$ cat src/rtl/alu_pkg.sv
// Shared definitions for the bit-serial ALU sequencer and its 1-bit slice.
//
// Contents:
//   FN_*        function select, carried on S[3:2]
//   BS_*        B-operand select, carried on S[1:0]
//   OP_SUB/INC  complete 4-bit codes for the common derived operations
//   seq_state_e sequencer FSM states
package alu_pkg;

    localparam logic [1:0] FN_AND = 2'b00;
    localparam logic [1:0] FN_OR  = 2'b01;
    localparam logic [1:0] FN_XOR = 2'b10;
    localparam logic [1:0] FN_ADD = 2'b11;

    localparam logic [1:0] BS_ZERO = 2'b00;
    localparam logic [1:0] BS_ONE  = 2'b01;
    localparam logic [1:0] BS_B    = 2'b10;
    localparam logic [1:0] BS_NB   = 2'b11;

    // SUB is A + ~B + 1, INC is A + 0 + 1; both need cin = 1.
    localparam logic [3:0] OP_SUB = {FN_ADD, BS_NB};
    localparam logic [3:0] OP_INC = {FN_ADD, BS_ZERO};

    typedef enum logic [1:0] {
        ST_IDLE = 2'b00,
        ST_RUN  = 2'b01,
        ST_DONE = 2'b10
    } seq_state_e;

endpackage

$ cat src/rtl/alu_serial_shreg.sv
// WIDTH-bit load / shift-right register with serial input and parallel output.
//
// Ports:
//   clk       clock, rising edge
//   rst       synchronous reset, active-high, clears the register
//   load      parallel load of load_val (takes priority over shift)
//   load_val  value loaded on load
//   shift     shift right by one, ser_in enters at the MSB
//   ser_in    serial input bit
//   q         parallel register contents (q[0] is the next bit out)
module alu_serial_shreg #(
    parameter int WIDTH = 8
) (
    input  logic             clk,
    input  logic             rst,
    input  logic             load,
    input  logic [WIDTH-1:0] load_val,
    input  logic             shift,
    input  logic             ser_in,
    output logic [WIDTH-1:0] q
);

    logic [WIDTH-1:0] q_q;
    logic [WIDTH-1:0] q_d;

    always_comb begin
        q_d = q_q;
        if (load) begin
            q_d = load_val;
        end else if (shift) begin
            q_d = {ser_in, q_q[WIDTH-1:1]};
        end
    end

    always_ff @(posedge clk) begin
        if (rst) begin
            q_q <= '0;
        end else begin
            q_q <= q_d;
        end
    end

    assign q = q_q;

endmodule

$ cat src/rtl/alu_serial_seq.sv
// Bit-serial sequencer for the 1-bit ALU slice. Accepts one WIDTH-bit
// operation, feeds the operands LSB-first into the slice over WIDTH cycles
// while chaining the carry through a flop, and returns the assembled result
// word with carry and zero flags.
//
// Ports:
//   clk, rst              clock and synchronous active-high reset
//   in_valid/in_ready     operation handshake (in_a, in_b, in_op, in_cin)
//   alu_a/b/cin/s         slice inputs, driven only while running, else 0
//   alu_f/alu_cout        slice outputs (combinational from alu_*)
//   out_valid/out_ready   result handshake (out_f, out_cout, out_zero)
//   out_ovf               signed overflow flag (only with ALU_SERIAL_OVF_EN)
//
// Build option: define ALU_SERIAL_OVF_EN to add the out_ovf port and flop.
module alu_serial_seq
    import alu_pkg::*;
#(
    parameter int WIDTH = 8,
    parameter int CNT_W = $clog2(WIDTH)
) (
    input  logic             clk,
    input  logic             rst,
    input  logic             in_valid,
    output logic             in_ready,
    input  logic [WIDTH-1:0] in_a,
    input  logic [WIDTH-1:0] in_b,
    input  logic [3:0]       in_op,
    input  logic             in_cin,
    output logic             alu_a,
    output logic             alu_b,
    output logic             alu_cin,
    output logic [3:0]       alu_s,
    input  logic             alu_f,
    input  logic             alu_cout,
    output logic             out_valid,
    input  logic             out_ready,
    output logic [WIDTH-1:0] out_f,
    output logic             out_cout,
    output logic             out_zero
`ifdef ALU_SERIAL_OVF_EN
    ,
    output logic             out_ovf
`endif
);

    seq_state_e       state_q, state_d;
    logic [3:0]       op_q, op_d;
    logic             carry_q, carry_d;
    logic [CNT_W-1:0] cnt_q, cnt_d;

    logic             accept;
    logic             running;
    logic             last_bit;

    logic [WIDTH-1:0] a_word;
    logic [WIDTH-1:0] b_word;
    logic [WIDTH-1:0] res_word;

    // Only bit 0 of the operand shifters ever feeds the slice.
    logic             unused_operand_hi;
    assign unused_operand_hi = ^{a_word[WIDTH-1:1], b_word[WIDTH-1:1]};

    assign accept   = (state_q == ST_IDLE) && in_valid;
    assign running  = (state_q == ST_RUN);
    assign last_bit = running && (cnt_q == CNT_W'(WIDTH - 1));

    // Operand shifters: loaded on accept, bit 0 consumed each RUN cycle.
    alu_serial_shreg #(.WIDTH(WIDTH)) u_a_sh (
        .clk      (clk),
        .rst      (rst),
        .load     (accept),
        .load_val (in_a),
        .shift    (running),
        .ser_in   (1'b0),
        .q        (a_word)
    );

    alu_serial_shreg #(.WIDTH(WIDTH)) u_b_sh (
        .clk      (clk),
        .rst      (rst),
        .load     (accept),
        .load_val (in_b),
        .shift    (running),
        .ser_in   (1'b0),
        .q        (b_word)
    );

    // Result bits enter at the MSB, so after WIDTH shifts bit 0 sits at bit 0.
    alu_serial_shreg #(.WIDTH(WIDTH)) u_res_sh (
        .clk      (clk),
        .rst      (rst),
        .load     (accept),
        .load_val ('0),
        .shift    (running),
        .ser_in   (alu_f),
        .q        (res_word)
    );

    always_ff @(posedge clk) begin
        if (rst) begin
            state_q <= ST_IDLE;
            op_q    <= '0;
            carry_q <= 1'b0;
            cnt_q   <= '0;
        end else begin
            state_q <= state_d;
            op_q    <= op_d;
            carry_q <= carry_d;
            cnt_q   <= cnt_d;
        end
    end

    always_comb begin
        state_d = state_q;
        unique case (state_q)
            ST_IDLE: if (in_valid)  state_d = ST_RUN;
            ST_RUN:  if (last_bit)  state_d = ST_DONE;
            ST_DONE: if (out_ready) state_d = ST_IDLE;
            default: state_d = ST_IDLE;
        endcase
    end

    // Carry chains through carry_q; for logic functions the slice reports
    // cout = whatever it likes, and out_cout masks it in DONE.
    always_comb begin
        op_d    = op_q;
        carry_d = carry_q;
        cnt_d   = cnt_q;
        if (accept) begin
            op_d    = in_op;
            carry_d = in_cin;
            cnt_d   = '0;
        end else if (running) begin
            carry_d = alu_cout;
            cnt_d   = cnt_q + CNT_W'(1);
        end
    end

`ifdef ALU_SERIAL_OVF_EN
    logic ovf_q, ovf_d;

    // Carry into the MSB is carry_q during the last bit; XOR with carry out.
    always_comb begin
        ovf_d = ovf_q;
        if (last_bit) begin
            ovf_d = alu_cout ^ carry_q;
        end
    end

    always_ff @(posedge clk) begin
        if (rst) begin
            ovf_q <= 1'b0;
        end else begin
            ovf_q <= ovf_d;
        end
    end
`endif

    always_comb begin
        in_ready  = 1'b0;
        out_valid = 1'b0;
        alu_a     = 1'b0;
        alu_b     = 1'b0;
        alu_cin   = 1'b0;
        alu_s     = '0;
        out_f     = '0;
        out_cout  = 1'b0;
        out_zero  = 1'b0;
`ifdef ALU_SERIAL_OVF_EN
        out_ovf   = 1'b0;
`endif
        unique case (state_q)
            ST_IDLE: begin
                in_ready = 1'b1;
            end
            ST_RUN: begin
                alu_a   = a_word[0];
                alu_b   = b_word[0];
                alu_cin = carry_q;
                alu_s   = op_q;
            end
            ST_DONE: begin
                out_valid = 1'b1;
                out_f     = res_word;
                out_cout  = (op_q[3:2] == FN_ADD) ? carry_q : 1'b0;
                out_zero  = ~|res_word;
`ifdef ALU_SERIAL_OVF_EN
                out_ovf   = (op_q[3:2] == FN_ADD) ? ovf_q : 1'b0;
`endif
            end
            default: begin
                in_ready = 1'b0;
            end
        endcase
    end

endmodule
$ cat config.mk
export PLATFORM = sky130hd
export DESIGN_NAME = alu_serial_seq
export DESIGN_NICKNAME = d
export VERILOG_FILES = /design/src/rtl/alu_pkg.sv /design/src/rtl/alu_serial_shreg.sv /design/src/rtl/alu_serial_seq.sv
export SDC_FILE = /design/constraint.sdc
export NUM_CORES = 1
export LEC_CHECK = 0
export CAP_MARGIN = 10
export CORE_UTILIZATION = 25
export DETAILED_ROUTE_END_ITERATION = 6
export GPL_ROUTABILITY_DRIVEN = 0
export PLACE_DENSITY_LB_ADDON = 0.2
export SKIP_LAST_GASP = 1
export SYNTH_ARGS = -nofsm -noshare
export SYNTH_HDL_FRONTEND = slang
export SYNTH_SLANG_ARGS = --single-unit
$ cat constraint.sdc
create_clock -name clk -period 3.6 [get_ports clk]
set_input_delay 0.36 -clock clk [delete_from_list [all_inputs] [get_ports clk]]
set_output_delay 0.36 -clock clk [all_outputs]
set_load 0.005 [all_outputs]
---- Word-level counts from Yosys, hierarchy flattened ----
Cells that the tools add are included.
storage, ports and cells
  bits of input ports ..................... 27
  bits in registers ....................... 34
  output and inout port bits .............. 19
operators by class
  add/subtract/negate cells ............... 1
  reductions and logical operators ........ 8
  equal/unequal tests ..................... 7
  mux-type cells .......................... 20
operator list
  kind                   count
  $mux W8                5
  $mux W1                10
  $reduce_or A8 Y1       1
  $mux W2                3
  $pmux W2 S3            1
  $eq A2 B2 Y1 const B   2
  $mux W4                1
  $ne A2 B2 Y1 const B   2
  $add A3 B1 Y3 const B  1
  $eq A3 B3 Y1 const B   1
  $reduce_and A3 Y1      1
  $eq A2 B1 Y1 const B   1
  $logic_and A1 B1 Y1    2
  $logic_not A2 Y1       1
  $ne A2 B1 Y1 const B   1
  $reduce_bool A2 Y1     1
  $reduce_or A2 Y1       1
  $logic_not A1 Y1       1

---- Longest topological paths before layout ----
Gate-level depths: netlist of run 1.
  word-level depth ........................ 4
  mapped depth ............................ 5
  depth with buffers taken out ............ 4

---- Hierarchy ----
Synthesis of run 1 repeated with hierarchy kept, for this count alone.
unflattened totals
  cell total of the unflattened synthesis .. 170
  area total of the unflattened synthesis .. 1,664.1 um2
modules (own cells, without submodules)
  module            area each (um2)  times used  cells each
  alu_serial_shreg  369.1            3           35
  alu_serial_seq    556.8            1           65

---- Worst setup path after synthesis of run 1 ----
Ideal clock, no wire load.
  kind .................................... register -> output
  from .................................... register state_q[0]
  to ...................................... output alu_a
  setup slack ............................. 2.219 ns
  cell stages (with the launch flop) ...... 5
  data arrival time ....................... 1.021 ns
  required time ........................... 3.240 ns
  cell sequence ........................... dfxtp_1 > nor2b_1 > buf_2 > clkbuf_1 > and2_1
on the way
  cells in the longest elaborated chain, start to end .. 2
ends and longest elaborated chain
  what                      RTL line               RTL
  start: declaration        alu_serial_seq.sv:46   seq_state_e state_q, state_d;
  start signal: assignment  alu_serial_seq.sv:106  state_q <= state_d;
  $eq A2 B1 Y1              alu_serial_seq.sv:172  unique case (state_q)
  $mux W1                   alu_serial_seq.sv:172
  end: declaration          alu_serial_seq.sv:29   output logic alu_a,
No other way between the ends.

---- Worst setup path after layout of run 1 ----
Ends and elaborated chain as after synthesis.

==> metrics.csv, run 1 <==
stage,metric,value,unit
routing,drt_first_pass_iters,4,
critical_path,crit_path_cell_trace,nor2b_2 > and2_1 > clkdlybuf4s50_1,
critical_path,critical_path_required,3.24,ns
layout,syn_to_final_growth,40.3,%
yosys,post_synth_instance_area,1490,um^2
yosys,post_synth_edffs,0,
critical_path,startpoint_type,flop,
die,dieWidth,79.3,um
clocking,cts_sinks,34,
routing,highest_layer,met4,
global_routing,grt_pass1_wl,5580,um
critical_path,worst_r2r_startpoint,state_q[1],
timing,timing.final.hold_violations,0,
yosys,synth.ff_latch_count,34,
yosys,synth_simple_gate_area_share,20.8,%
layout,final_layout_size_suffix_gt1_share,5.94,%
placed_design,dpl.hpwl,2310,um
yosys,synth_largest_area_cell,sky130_fd_sc_hd__dfxtp_1,
critical_path,timing.critical_path.arrival,2.20,ns
job,drv.max_cap_violation_count,0,
critical_path,endpoint_kind,primary output,
global_routing,grt_start_max_net_pins,24,
timing,max-slew-margin-rel,29.0,%
yosys,avgSynthCellArea,8.44,um^2
status,status,completed,
yosys,post_synth_fa_ha_maj_area_fraction,1.68,%
die,fp.dieArea,6290,um^2
timing,fmaxAchievable,0.391,GHz
timing,slew_violations,0,
yosys,synthesis.instances,177,
clocking,ctsHtreeMaxLevel,2,
critical_path,cp_slowest_stage_delay,0.75,ns
critical_path,regToRegEndpoint,cnt_q[2],
critical_path,setup_slack_reg_to_reg,1.68,ns
routing,dr_wl_cell,12.0,um
timing,timing.setup.tns,0,ns
routing,met3RoutedLength,104,um
worst_hold_path,timing.hold.worst.start,op_q[1],
yosys,synth_area_in_compound_gates,22.7,%
worst_hold_path,worstHoldEndpoint,op_q[1],
critical_path,critical-path-slowest-cell,sky130_fd_sc_hd__nor2b_2,
timing,final_setup_vio_count,0,
global_routing,grt.overflow.total,0,
routing,via_count,1295,
yosys,postSynth.topFlopCell,sky130_fd_sc_hd__dfxtp_1,
yosys,async_reset_ff_share,0,%
timing,grt_setup_unrepaired,no,
timing,timing.final.crit_share,71.0,%
power,pwr_density_cell,420,nW/um^2
yosys,synth_top_area_share,45.6,%
yosys,muxShareOfSynthArea,0,%
placed_design,placedInstanceArea,1980,um^2
worst_hold_path,instance_count_along_the_most_critical_hold_path,2,
yosys,seq_area_frac_synth,45.6,%
global_routing,grt_antenna_before_repair,0,
clocking,max-clock-path-buffers,2,
die,number_of_core_rows,27,
clocking,cts_hold_repair.buffers,0,
placed_design,numPortBuffers,45,
routing,vias_per_cell,4.45,
power,pleak,0.000773,uW
routing,count_of_nets_left_with_antenna_violations_after_detail_routing,0,
critical_path,rr_worst_depth,3,
routing,detail_route.iter0.violations,64,
yosys,ys_warn_count,0,
clocking,cts-resized-gates,0,
placed_design,preCtsSetupSlack,1.30,ns
die,initial_core_util,26.5,%
power,vdd_drop_max,0.000217,V
yosys,synthXorXnorAreaFrac,0.586,%
layout,final_net_count,247,
clocking,cts_buffers,5,
clocking,post_cts.repair.setup_buffers,0,
die,io-pin-count,46,
timing,final.setup.worst_slack,1.04,ns
yosys,cell_variety_after_synth,25,
timing,clock-skew-final,0.00761,ns
layout,diodes,0,
routing,met2_wirelength,1540,um
layout,finalInstanceArea,2100,um^2
global_routing,grt_pass1_vias,1181,
routing,drt_wl_total,3480,um
routing,wl_met1,1820,um
yosys,ys_top_cells_by_area,"sky130_fd_sc_hd__dfxtp_1 (46%), sky130_fd_sc_hd__a21oi_1 (10%), sky130_fd_sc_hd__o221a_1 (9.8%), sky130_fd_sc_hd__nand2_1 (7.5%), sky130_fd_sc_hd__and2_1 (6.3%)",
die,coreArea,5640,um^2
yosys,synth.net_count,206,
clocking,cts.reportedPaths.clkPinSlew,0.08,ns
clocking,tritoncts,built,
critical_path,critical_path_class,reg -> out,
worst_hold_path,timing.hold.worst.class,reg -> reg,
clocking,ctsRootBufferMaster,sky130_fd_sc_hd__clkbuf_8,
clocking,worstSkewPairLatency,0.28,ns
yosys,synth_top_family_by_area,compound AO/OA/AOI/OAI gates,
routing,drc_errors,0,
global_routing,grt_util_all_layers,11.5,%
critical_path,critical_path_peak_fanout,22,
timing,final.min_clock_period,2.56,ns
timing,worstMarginPinSlew,1.06,ns
power,finalPower,880,uW
die,floorplan.die.height,79.3,um
-- cell usage in the layout (no fill, tap or decap), drive strengths merged, types with 5 or more instances in the layout --
master	Yosys	routed
o221a	15	15
clkbuf	6	5
clkdlybuf4s50	0	45
and2	15	15
nand2	30	30
dfxtp	34	34
a21oi	31	31
nor2	6	6
inv	16	16
-- state kept, by name, indices dropped and copies added, names as in the netlist --
| signal | flops |
|---|---|
| u_a_sh.q | 8 |
| u_b_sh.q | 8 |
| u_res_sh.q | 8 |
| op_q | 4 |
| cnt_q | 3 |
| state_q | 2 |
| carry_q | 1 |
-- layer usage --
layer,vias up,global-route usage (%)
li1,681,-
met1,585,16.4
met2,27,16.7
met3,2,2.76
met4,0,3.82
met5,-,0
-- final cells by class --
class                   instances  area, um^2
fillers                       595        3550
multi-input cells             114         686
flip-flops and latches         34         681
repair buffers                 47         465
well taps                      72        90.1
clock buffers                   5        68.8
inverters                      16        60.1
clock inverters                 3        45.0
-- worst max-delay path, delay by kind of cell, from the launching register on --
family	cells	cell delay [ns]
buffers and inverters	1	0.50
flip-flops	1	0.42
AND/OR/NAND/NOR	2	1.00
-- how the worst max path moves through the flow --
stage	start	end	slack, ns	cells past startpoint
final	state_q[0]	alu_a	1.04	3
after global routing	state_q[0]	alu_a	0.90	3
after CTS	state_q[0]	alu_a	1.00	3
after detailed placement	in_valid	cnt_q[0]	1.30	4
after global placement	state_q[0]	alu_a	1.33	3
after floorplan	state_q[0]	alu_a	2.22	4
-- kinds of logic after synthesis --
group                    Yosys count
XOR/XNOR                           1
AND/OR/NAND/NOR                   63
flip-flops                        34
AO/OA/AOI/OAI                     48
adder cells (fa/ha/maj)            2
buffers and inverters             29
-- stage by stage --
stage	util [%]	hold slack (ns)	cells
4_1_cts	37.1	0.456	291
5_1_grt	37.1	0.479	291
6_report	37.1	0.454	291
2_1_floorplan	-	0.432	177
3_3_place_gp	35.1	0.439	283
3_5_place_dp	35.1	0.447	283
-- synthesized netlist by cell type, types with 2 or more instances --
cell type	instances
sky130_fd_sc_hd__nor4_1	2
sky130_fd_sc_hd__clkbuf_1	6
sky130_fd_sc_hd__buf_2	5
sky130_fd_sc_hd__o221a_1	13
sky130_fd_sc_hd__and2_1	15
sky130_fd_sc_hd__ha_1	2
sky130_fd_sc_hd__o221a_2	2
sky130_fd_sc_hd__dfxtp_1	34
sky130_fd_sc_hd__inv_1	16
sky130_fd_sc_hd__a21oi_1	31
sky130_fd_sc_hd__nor2_1	6
sky130_fd_sc_hd__buf_6	2
sky130_fd_sc_hd__nand3_1	2
sky130_fd_sc_hd__nand2_1	30
-- power by group --
group	internal, uW	leakage, uW	switching [uW]
logic	61.9	0.000443	54.6
registers	399	0.000279	13.0
clock network	206	0.0000504	145
total	667	0.000773	213
No activity file was read; power rests on OpenSTA's default activity.
==> run 2: changes to the inputs <==
clock period = 2.1 ns   (was 3.6 ns; I/O delays follow)
==> metrics.csv, run 2 (synthesis results as in run 1) <==
stage,metric,value,unit,change
die,io-pin-count,46,,unchanged
timing,fmaxAchievable,0.510,GHz,
die,dieWidth,79.3,um,unchanged
power,vdd_drop_max,0.000390,V,+80%
clocking,worstSkewPairLatency,0.28,ns,about the same
critical_path,critical_path_required,1.89,ns,-1.35 ns
timing,timing.final.crit_share,93.4,%,
layout,diodes,0,,unchanged
layout,final_net_count,253,,+2.4%
routing,drc_errors,0,,unchanged
global_routing,grt.overflow.total,0,,unchanged
timing,timing.final.hold_violations,0,,unchanged
timing,final_setup_vio_count,0,,unchanged
timing,timing.setup.tns,0,ns,unchanged
routing,drt_wl_total,3480,um,-0.14%
die,coreArea,5640,um^2,unchanged
global_routing,grt_pass1_vias,1159,,-1.9%
critical_path,endpoint_kind,primary output,,
critical_path,worst_r2r_startpoint,state_q[0],,
die,fp.dieArea,6290,um^2,unchanged
clocking,cts_sinks,34,,unchanged
status,status,completed,,
critical_path,regToRegEndpoint,u_a_sh.q[0],,
timing,worstMarginPinSlew,0.430,ns,-0.632 ns
power,pleak,0.000800,uW,+3.5%
timing,max-slew-margin-rel,71.3,%,+42 points
worst_hold_path,worstHoldEndpoint,op_q[0],,
die,floorplan.die.height,79.3,um,unchanged
layout,most_common_cell_after_layout_fill_and_taps_aside,sky130_fd_sc_hd__clkdlybuf4s50_1,,
layout,mostFrequentLayoutCells,"sky130_fd_sc_hd__clkdlybuf4s50_1 (45), sky130_fd_sc_hd__dfxtp_1 (34), sky130_fd_sc_hd__a21oi_1 (31)",,
clocking,cts_buffers,5,,unchanged
critical_path,timing.critical_path.arrival,1.75,ns,-0.45 ns
clocking,cts.reportedPaths.clkPinSlew,0.07,ns,about the same
global_routing,grt_start_max_net_pins,19,,-21%
placed_design,numPortBuffers,45,,unchanged
layout,syn_to_final_growth,42.1,%,
routing,count_of_nets_left_with_antenna_violations_after_detail_routing,0,,unchanged
routing,drt_first_pass_iters,4,,unchanged
job,drv.max_cap_violation_count,0,,unchanged
clocking,ctsHtreeMaxLevel,2,,unchanged
die,number_of_core_rows,27,,unchanged
routing,detail_route.iter0.violations,44,,-31%
timing,final.min_clock_period,1.96,ns,
power,pwr_density_cell,664,nW/um^2,+58%
global_routing,grt_pass1_wl,5690,um,+2.0%
clocking,tritoncts,built,,
clocking,post_cts.repair.setup_buffers,0,,unchanged
timing,clock-skew-final,0.00515,ns,-0.00247 ns
placed_design,preCtsSetupSlack,0.279,ns,-1.02 ns
clocking,ctsRootBufferMaster,sky130_fd_sc_hd__clkbuf_8,,
placed_design,dpl.hpwl,2410,um,+4.4%
die,initial_core_util,26.5,%,unchanged
layout,final_layout_size_suffix_gt1_share,8.44,%,+2.5 points
worst_hold_path,timing.hold.worst.class,reg -> reg,,
critical_path,rr_worst_depth,3,,unchanged
timing,slew_violations,0,,unchanged
clocking,max-clock-path-buffers,2,,unchanged
critical_path,startpoint_type,flop,,
worst_hold_path,instance_count_along_the_most_critical_hold_path,2,,unchanged
global_routing,grt_antenna_before_repair,0,,unchanged
routing,via_count,1319,,+1.9%
timing,final.setup.worst_slack,0.138,ns,-0.905 ns
routing,dr_wl_cell,11.7,um,-2.2%
global_routing,grt_util_all_layers,11.8,%,+0.30 points
worst_hold_path,timing.hold.worst.start,op_q[0],,
timing,grt_setup_unrepaired,no,,
routing,vias_per_cell,4.44,,-0.20%
critical_path,setup_slack_reg_to_reg,0.63,ns,-1.05 ns
critical_path,critical_path_peak_fanout,17,,-23%
power,finalPower,1410,uW,+60%
critical_path,critical_path_class,reg -> out,,
## run 2: worst max path at each step
stage,from,end,slack [ns]
after floorplan,state_q[0],carry_q,0.80
after global placement,in_valid,u_a_sh.q[3],0.32
after detailed placement,in_valid,u_a_sh.q[5],0.28
after CTS,state_q[1],out_cout,0.05
after global routing,state_q[0],alu_s[1],0.04
final,state_q[0],alu_a,0.14
## run 2: what timing repair did
action	4_1_cts	5_1_grt
hold buffers	0	0
gates resized for setup	0	2
endpoints found under the setup margin	0	4
endpoints found under the hold margin	0	0
## run 2: worst max-delay path: stages, from the launching register on
cell,delay (ns)
sky130_fd_sc_hd__dfxtp_1,0.41
sky130_fd_sc_hd__nor2b_2,0.23
sky130_fd_sc_hd__buf_6,0.20
sky130_fd_sc_hd__and2_1,0.14
sky130_fd_sc_hd__clkdlybuf4s50_1,0.49
## run 2: stage by stage
step,util [%],hold slack (ns),std cells,cell area (um^2)
5_1_grt,37.6,0.483,297,2120
3_3_place_gp,35.9,0.439,289,2030
4_1_cts,37.5,0.457,297,2120
6_report,37.6,0.454,297,2120
3_5_place_dp,35.9,0.448,289,2030
2_1_floorplan,-,0.346,177,1490
## run 2: cell type report
| cell class | instances | area [um^2] |
|---|---|---|
| tap | 72 | 90.1 |
| fill | 601 | 3520 |
| timing repair buffer | 53 | 514 |
| sequential | 34 | 681 |
| multi-input combinational | 114 | 687 |
| inverter | 16 | 60.1 |
| clock inverter | 1 | 5.00 |
| clock buffer | 7 | 86.3 |
## run 2: routing by layer
| layer | track usage, % | vias up | part of all wire, % |
|---|---|---|---|
| li1 | - | 693 | - |
| met5 | 0 | - | 0 |
| met4 | 4.91 | 0 | 1.2 |
| met3 | 3.45 | 5 | 3.5 |
| met1 | 16.4 | 593 | 52 |
| met2 | 16.8 | 28 | 44 |
## run 2: power breakdown
part / internal (uW) / switching (uW)
logic: 118 / 94.1
clock network: 264 / 226
registers: 685 / 22.8
